`src/rtl/lane_spawner.sv`:
```
// lane_spawner: walks a set of lanes one at a time. For each lane it loads a
// pseudo-random car configuration, lets it settle for one cycle, then raises
// that lane's one-hot spawn strobe for HOLD cycles. A 16-bit Galois LFSR
// free-runs in every state and supplies the random configuration bits.
module lane_spawner #(
   parameter int          LANES = 8,
   parameter int          HOLD  = 4,
   parameter logic [15:0] SEED  = 16'hACE1
) (
   input  logic             Clk,
   input  logic             ResetN,
   input  logic             Start,
   input  logic [2:0]       Level,
   output logic [LANES-1:0] SpawnEnable,
   output logic             Direction,
   output logic [1:0]       CarType,
   output logic [2:0]       CarCount,
   output logic [2:0]       CarSpeed,
   output logic             Busy,
   output logic             Done
);

   // A one-lane build still needs a one-bit index register.
   localparam int          IW        = (LANES > 1) ? $clog2(LANES) : 1;
   // An all-zero seed would lock the LFSR, so it is replaced by 1.
   localparam logic [15:0] SEED_EFF  = (SEED == 16'h0000) ? 16'h0001 : SEED;
   localparam logic [IW-1:0] LAST_LANE = IW'(LANES - 1);
   localparam logic [3:0]  HOLD_LAST = 4'(HOLD - 1);

   typedef enum logic [2:0] {
      S_IDLE,
      S_LOAD,
      S_SETTLE,
      S_PULSE,
      S_DONE
   } state_t;

   state_t           state_reg, state_next;
   logic [IW-1:0]    index_reg, index_next;
   logic [3:0]       hold_reg, hold_next;
   logic [15:0]      lfsr_reg, lfsr_next;
   // Only Level[2:1] feeds the configuration arithmetic.
   logic [1:0]       level_reg;
   logic             level_unused;

   logic [LANES-1:0] spawn_next;
   logic             busy_next;
   logic             done_next;

   assign level_unused = Level[0];

   // Galois LFSR step: shift right, fold in the taps when a 1 falls out.
   always_comb begin
      lfsr_next = {1'b0, lfsr_reg[15:1]} ^ (lfsr_reg[0] ? 16'hB400 : 16'h0000);
   end

   // State, lane index, hold counter, LFSR and captured level registers.
   always_ff @(posedge Clk or negedge ResetN) begin
      if (!ResetN) begin
         state_reg <= S_IDLE;
         index_reg <= '0;
         hold_reg  <= '0;
         lfsr_reg  <= SEED_EFF;
         level_reg <= '0;
      end else begin
         state_reg <= state_next;
         index_reg <= index_next;
         hold_reg  <= hold_next;
         lfsr_reg  <= lfsr_next;
         if (state_reg == S_IDLE && Start) begin
            level_reg <= Level[2:1];
         end
      end
   end

   // Next-state logic: sequence LOAD -> SETTLE -> PULSE for each lane.
   always_comb begin
      state_next = state_reg;
      index_next = index_reg;
      hold_next  = hold_reg;
      case (state_reg)
         S_IDLE: begin
            if (Start) begin
               state_next = S_LOAD;
               index_next = '0;
            end
         end
         S_LOAD: begin
            state_next = S_SETTLE;
         end
         S_SETTLE: begin
            state_next = S_PULSE;
            hold_next  = '0;
         end
         S_PULSE: begin
            if (hold_reg == HOLD_LAST) begin
               if (index_reg == LAST_LANE) begin
                  state_next = S_DONE;
               end else begin
                  state_next = S_LOAD;
                  index_next = index_reg + IW'(1);
               end
            end else begin
               hold_next = hold_reg + 4'd1;
            end
         end
         S_DONE: begin
            state_next = S_IDLE;
         end
         default: begin
            state_next = S_IDLE;
         end
      endcase
   end

   // Output decode from the upcoming state so every output is a flop.
   always_comb begin
      busy_next = (state_next == S_LOAD) || (state_next == S_SETTLE) ||
                  (state_next == S_PULSE);
      done_next = (state_next == S_DONE);
   end

   // One strobe bit per lane, high only while that lane is pulsing.
   generate
      for (genvar gi = 0; gi < LANES; gi++) begin : g_lane
         assign spawn_next[gi] = (state_next == S_PULSE) && (index_next == IW'(gi));
      end
   endgenerate

   // Registered strobe and status outputs.
   always_ff @(posedge Clk or negedge ResetN) begin
      if (!ResetN) begin
         SpawnEnable <= '0;
         Busy        <= 1'b0;
         Done        <= 1'b0;
      end else begin
         SpawnEnable <= spawn_next;
         Busy        <= busy_next;
         Done        <= done_next;
      end
   end

   // Shared configuration changes only on the edge leaving LOAD, using the
   // LFSR value before that edge's advance; sums stay within 3 bits.
   always_ff @(posedge Clk or negedge ResetN) begin
      if (!ResetN) begin
         Direction <= 1'b0;
         CarType   <= 2'd0;
         CarCount  <= 3'd0;
         CarSpeed  <= 3'd0;
      end else if (state_reg == S_LOAD) begin
         Direction <= lfsr_reg[0];
         CarType   <= lfsr_reg[2:1];
         CarCount  <= 3'd1 + {1'b0, lfsr_reg[4:3]} + {2'b00, level_reg[1]};
         CarSpeed  <= 3'd1 + {1'b0, lfsr_reg[7:6]} + {1'b0, level_reg};
      end
   end

endmodule
```
`config.mk`:
```
export PLATFORM = sky130hd
export DESIGN_NAME = lane_spawner
export DESIGN_NICKNAME = d
export VERILOG_FILES = /design/src/rtl/lane_spawner.sv
export SDC_FILE = /design/constraint.sdc
export NUM_CORES = 1
export LEC_CHECK = 0
export CAP_MARGIN = 20
export CORE_UTILIZATION = 45
export CTS_CLUSTER_DIAMETER = 150
export DETAILED_ROUTE_END_ITERATION = 8
export PLACE_DENSITY_LB_ADDON = 0.25
export SYNTH_ARGS = -nofsm -noshare
export SYNTH_HDL_FRONTEND = slang
export SYNTH_SLANG_ARGS = --single-unit
```
`constraint.sdc`:
```
create_clock -name Clk -period 2.05 [get_ports Clk]
set_clock_uncertainty 0.1 [all_clocks]
set_input_delay 0.41 -clock Clk [delete_from_list [all_inputs] [get_ports Clk]]
set_output_delay 0.41 -clock Clk [all_outputs]
set_load 0.005 [all_outputs]
```
==> Word-level counts from Yosys, hierarchy flattened <==
Index checks and enable logic that the tools add are counted.
{ "op_classes": {"mux": 11, "n_addsub": 6, "n_reduce_logical": 15, "n_bitwise": 1, "eq_ne": 17} }
{ "ops": {"columns": ["op", "n"], "rows": [
  ["== test 3 x 2 -> 1 bit, second input constant", 6],
  ["== test 3 bit, second input constant", 6],
  ["two-way mux 3 bit", 6],
  ["two-way mux 16 bit", 1],
  ["bitwise XOR 15 x 16 -> 16 bit", 1],
  ["case mux 3 bit (4 select lines)", 1],
  ["== test 3 x 1 -> 1 bit, second input constant", 3],
  ["logical AND 1 bit", 9],
  ["case mux 4 bit (2 select lines)", 1],
  ["adder 1 x 2 -> 3 bit, first input constant", 2],
  ["zero test 3 bit", 2],
  ["case mux 3 bit (2 select lines)", 1],
  ["adder 4 x 1 -> 4 bit, second input constant", 1],
  ["== test 4 x 2 -> 1 bit, second input constant", 1],
  ["two-way mux 4 bit", 1],
  ["adder 3 x 1 -> 3 bit", 1],
  ["adder 3 x 1 -> 3 bit, second input constant", 1],
  ["adder 3 x 2 -> 3 bit", 1],
  ["logical OR 1 bit", 2],
  ["inequality test 2 bit, second input constant", 1],
  ["AND reduction 2 bit", 1],
  ["nonzero test 2 bit", 1]
]} }
{ "word_totals": {"reg_bits": 47, "out_inout_bits": 19, "word_cells": 62} }

==> Logic depth before layout (Yosys ltp) <==
{ "logic_depth": {"depth_word": 7, "ltp_mapped": 6, "mapped_depth_nobuf": 5} }

==> Worst setup path before layout <==
Ideal clock, no wire load.
{ "synth_timing": {"path_type": "register to register", "from": "register hold_reg[0]", "to": "register SpawnEnable[1]", "n_path_buf": 0, "stages_incl_launch_ff": 5, "period_less_slack_ns": 1.708, "t_arrival_ns": 1.512, "required_time_ns": 1.855, "path_slack_ns": 0.342, "path_cell_list": "dfrtp_1 -> ha_1 -> nand4bb_1 -> o311a_4 -> nor4b_2"} }
{ "synth_via": {"elab_chain_cells": 5} }
{ "synth_lines": {"columns": ["item", "line", "text"], "rows": [
  ["from (decl)", "40", "logic [3:0] hold_reg, hold_next;"],
  ["from (signal assigned)", "68", "hold_reg <= hold_next;"],
  ["== test 4 x 2 -> 1 bit (*)", "96", "if (hold_reg == HOLD_LAST) begin"],
  ["two-way mux 3 bit", "96", null],
  ["case mux 3 bit (4 select lines) or case mux 3 bit (2 select lines) (tied branches)", "81", "case (state_reg)"],
  ["== test 3 x 2 -> 1 bit or == test 3 x 1 -> 1 bit (tied branches)", "126", "assign spawn_next[gi] = (state_next == S_PULSE) && (index_next == IW'(gi));"],
  ["logical AND 1 bit (*)", "126", null],
  ["named net spawn_next[1]", "46", "logic [LANES-1:0] spawn_next;"],
  ["to (signal assigned)", "137", "SpawnEnable <= spawn_next;"],
  ["to (decl)", "14", "output logic [LANES-1:0] SpawnEnable,"]
]} }
The timed path passes the listed nets; every way through them passes the cells marked *.
A chain may end at the register's enable or synchronous reset.

==> Final worst setup path <==
Ends and elaborated chain as after synthesis.

==> qor.txt <==
STATUS
-------------------------------------------------------------------------------
Run status ....................................................... finished, final reports clean

FLOORPLAN
-------------------------------------------------------------------------------
Std-Cell Core Area ...............................................  0.00400 mm2
Overall die area .................................................  0.00445 mm2
IO Pins ..........................................................           25
Starting density of the core .....................................        47.1%
Die width ........................................................      66.7 um
Num rows .........................................................           23
Height of the chip ...............................................      66.7 um

CLOCK NETWORK
-------------------------------------------------------------------------------
Clk root buf .....................................................     clkbuf_8
Clk sinks ........................................................           47
Worst-path clk slew ..............................................        90 ps
Max Root-Sink Buffers ............................................            2
Clock latency reported for the late side of the worst-skew pair ..       300 ps
H-tree Lvls ......................................................            2
Number of CTS-inserted buffers ...................................            5
Clock tree from TritonCTS ........................................        built
Number of buffers inserted to repair setup after CTS .............            0

SYNTH
-------------------------------------------------------------------------------
Largest area contributor in the synthesized netlist ..............      dfrtp_1
Count of mapped cells out of synthesis ...........................          138
Number of enable flip-flop cells after synthesis .................            0
Top post-synthesis cells by count ................................ dfrtp_1 (39), nand2_1 (10), dfstp_2 (8), inv_1 (8), mux2_2 (8)
Count of synthesis-stage warnings from yosys .....................            0
Distinct cell type count after synthesis .........................           40
Total nets after synthesis .......................................          150
Leading cell types by total area after synthesis ................. dfrtp_1 (52%), dfstp_2 (11%), mux2_2 (4.8%), ha_1 (3.3%), nand2_1 (2.0%)
Part of the Yosys area used for sequential elements ..............        62.9%
Post-synth design cell area ......................................  0.00188 mm2
Share of flip-flops with an asynchronous set or reset ............         100%
Post-synth top area share ........................................        51.8%
Main synth FF type ...............................................      dfrtp_1
Most frequent cell after synthesis ...............................      dfrtp_1
Syn Area/Cell ....................................................     13.7 um2
Flip-flop and latch count after synthesis ........................           47

GLOBAL ROUTE
-------------------------------------------------------------------------------
Global routing's busiest layer ...................................         met2
Met3 global-route usage ..........................................        5.14%
GRT Resource Usage Total .........................................        17.7%
Vias in the first global route ...................................        1,143
Met2 capacity usage during global routing ........................        27.0%
First-pass GRT wire length .......................................      5620 um
Leftover overflow at the end of global routing ...................            0
Largest net degree at the start of global routing ................           26
Initial antenna violation count ..................................            0
Met1 usage .......................................................        23.2%

CRITICAL PATH
-------------------------------------------------------------------------------
Ordered cell list for the critical path .......................... ha_1 > nand4bb_2 > o311a_4 > nor4b_2
Launching point of the worst reg2reg path ........................  hold_reg[0]
Nature of the critical path startpoint ...........................     register
Worst setup startpoint ...........................................  hold_reg[0]
Largest driver fanout on the critical path .......................            7
CP max stage cell ................................................      o311a_4
Setup crit end kind ..............................................     register
Worst stage delay on the critical path ...........................       480 ps
Worst Path Class, Setup .......................................... register to register
Data arrival time of the critical path ...........................      2020 ps
Required time at the worst-slack endpoint ........................      2170 ps

POWER
-------------------------------------------------------------------------------
Leakage component of the power ...................................   0.00103 uW
Switching pwr ....................................................       884 uW
Int Power ........................................................      1940 uW
Combinational cell fraction of total power .......................        31.6%
Relative contribution of sequential cells to total power .........        44.0%
Power Dens Cells .................................................  1210 mW/mm2
Maximum resistive drop on vdd ....................................     0.627 mV
Clock power share ................................................        24.5%
Switching fraction of total power ................................        31.3%

HOLD PATH
-------------------------------------------------------------------------------
Type of the most critical hold path .............................. register to register
Startpoint of the worst hold path ................................ lfsr_reg[12]

STA
-------------------------------------------------------------------------------
Share of the clock period used by the worst path .................        92.4%
Tightest hold margin .............................................       259 ps
Count of pins over their slew limit ..............................            0
Setup violation total in the final timing report .................            0
Unrepaired setup endpoints after global routing ..................        false
Number of endpoints with negative hold slack in the final report .            0
Shortest period the worst path allows ............................      1890 ps
Achievable Freq ..................................................    0.528 GHz
Setup tns final ..................................................         0 ps
Worst rel slew slack .............................................        63.3%
Transition time of the tightest slew-check pin ...................       549 ps

ROUTE
-------------------------------------------------------------------------------
Post-route ant nets ..............................................            0
First-pass iteration count of the detailed router ................            4
DR vias ..........................................................        1,166
Vias per inst ....................................................         5.28
Total Routed Length ..............................................      3250 um
Drt drc ..........................................................            0
Drt first-iter violations ........................................           37
Final routed wire length divided by cell count ...................      14.7 um

LAYOUT
-------------------------------------------------------------------------------
Layout cells sized above 1 .......................................        24.6%
Antenna diode count ..............................................            0
NumNets Final ....................................................          182
Filler-free cell count of the finished design ....................          221
Synthesis-to-layout area growth ..................................        23.9%
Flip-flop count of the largest register after layout .............           16

PLACE
-------------------------------------------------------------------------------
Last weighted congestion value of the routability-driven placer ..        0.828
Cell total after placement .......................................          212
Port Buf Inserts .................................................           23
Placed wire-length estimate ......................................      2290 um

RUN
-------------------------------------------------------------------------------
Max capacitance violation total ..................................            0

[what timing repair did]
item,in CTS,in global routing
endpoints found under the setup margin,0,10
gates resized for setup,0,5
hold buffers,1,0
hold endpoints to repair,15,0
[cells by family (layout without fill, tap and decap cells)]
family,after synthesis,after routing,synth area share [%]
buf+inv,13,46,3.39
simple gates,39,39,14.1
compound gates,22,22,9.03
xor+xnor,3,3,1.39
fa+ha+maj,6,6,4.38
mux,8,8,4.78
flops,47,47,62.9
[metal layers]
metal  share of wire [%]  routed length (um)  up-vias
met5                   0                   0        -
met4                 2.0                  65        0
met3                 3.9                 126        8
met2                  47                1540       23
met1                  47                1520      582
li1                    -                   -      553
[stage by stage]
step | total power, uW | setup WS [ps] | util [%] | cell area (um2)
2_1_floorplan | 1770 | 342 | - | 1880
3_5_place_dp | 2130 | 12.1 | 54.6 | 2180
6_report | 2820 | 155 | 58.4 | 2330
3_3_place_gp | 2070 | 24.1 | 54.6 | 2180
4_1_cts | 2830 | 22.4 | 57.7 | 2310
5_1_grt | 3020 | 3.50 | 58.4 | 2330
[placed cells by master (no fill, tap or decap), types with 2 or more instances in the layout]
master           instances
buf_4                    6
o21ai_1                  2
mux2_2                   8
nor2_1                   4
inv_1                    8
nor4_2                   2
nand3_1                  4
o21ai_0                  7
ha_1                     5
a22o_1                   4
nor4b_2                  2
clkbuf_8                 5
dfstp_2                  8
dfrtp_1                 39
nand3b_1                 2
nand2_1                 10
xor2_1                   3
nor3b_1                  2
clkdlybuf4s50_1         22
[worst paths after layout]
check | cells after the start | endpoint | slack [ps]
max | 4 | SpawnEnable[1] | 160
min | 0 | lfsr_reg[11] | 260
max reg2reg | 4 | SpawnEnable[1] | 160
min reg2reg | 0 | lfsr_reg[11] | 260
max in group asynchronous | 3 | CarSpeed[2] | 800
min in group asynchronous | 2 | CarCount[0] | 500
[critical path, delay by kind of cell, from the launching register on]
kind / cells / cell delay [ps]
flip-flops: 1 / 420
adder cells (fa/ha/maj): 1 / 290
AND/OR/NAND/NOR: 2 / 510
AO/OA/AOI/OAI: 1 / 480
[final cells by class]
class                           count  area, um2
Multi-Input combinational cell     78        661
Tap cell                           50       62.6
Timing Repair Buffer               30        280
Clock inverter                      3       46.3
Sequential cell                    47       1190
Fill cell                         327       1670
Clock buffer                        5       68.8
Inverter                            8       30.0
[power by group through the flow]
stage,logic (uW),registers [uW],clock network [uW]
2_1_floorplan,547,1220,0
3_3_place_gp,835,1240,0
3_5_place_dp,876,1250,0
4_1_cts,883,1240,708
5_1_grt,1010,1260,746
6_report,892,1240,690
Power figures use the tool's default switching activity.
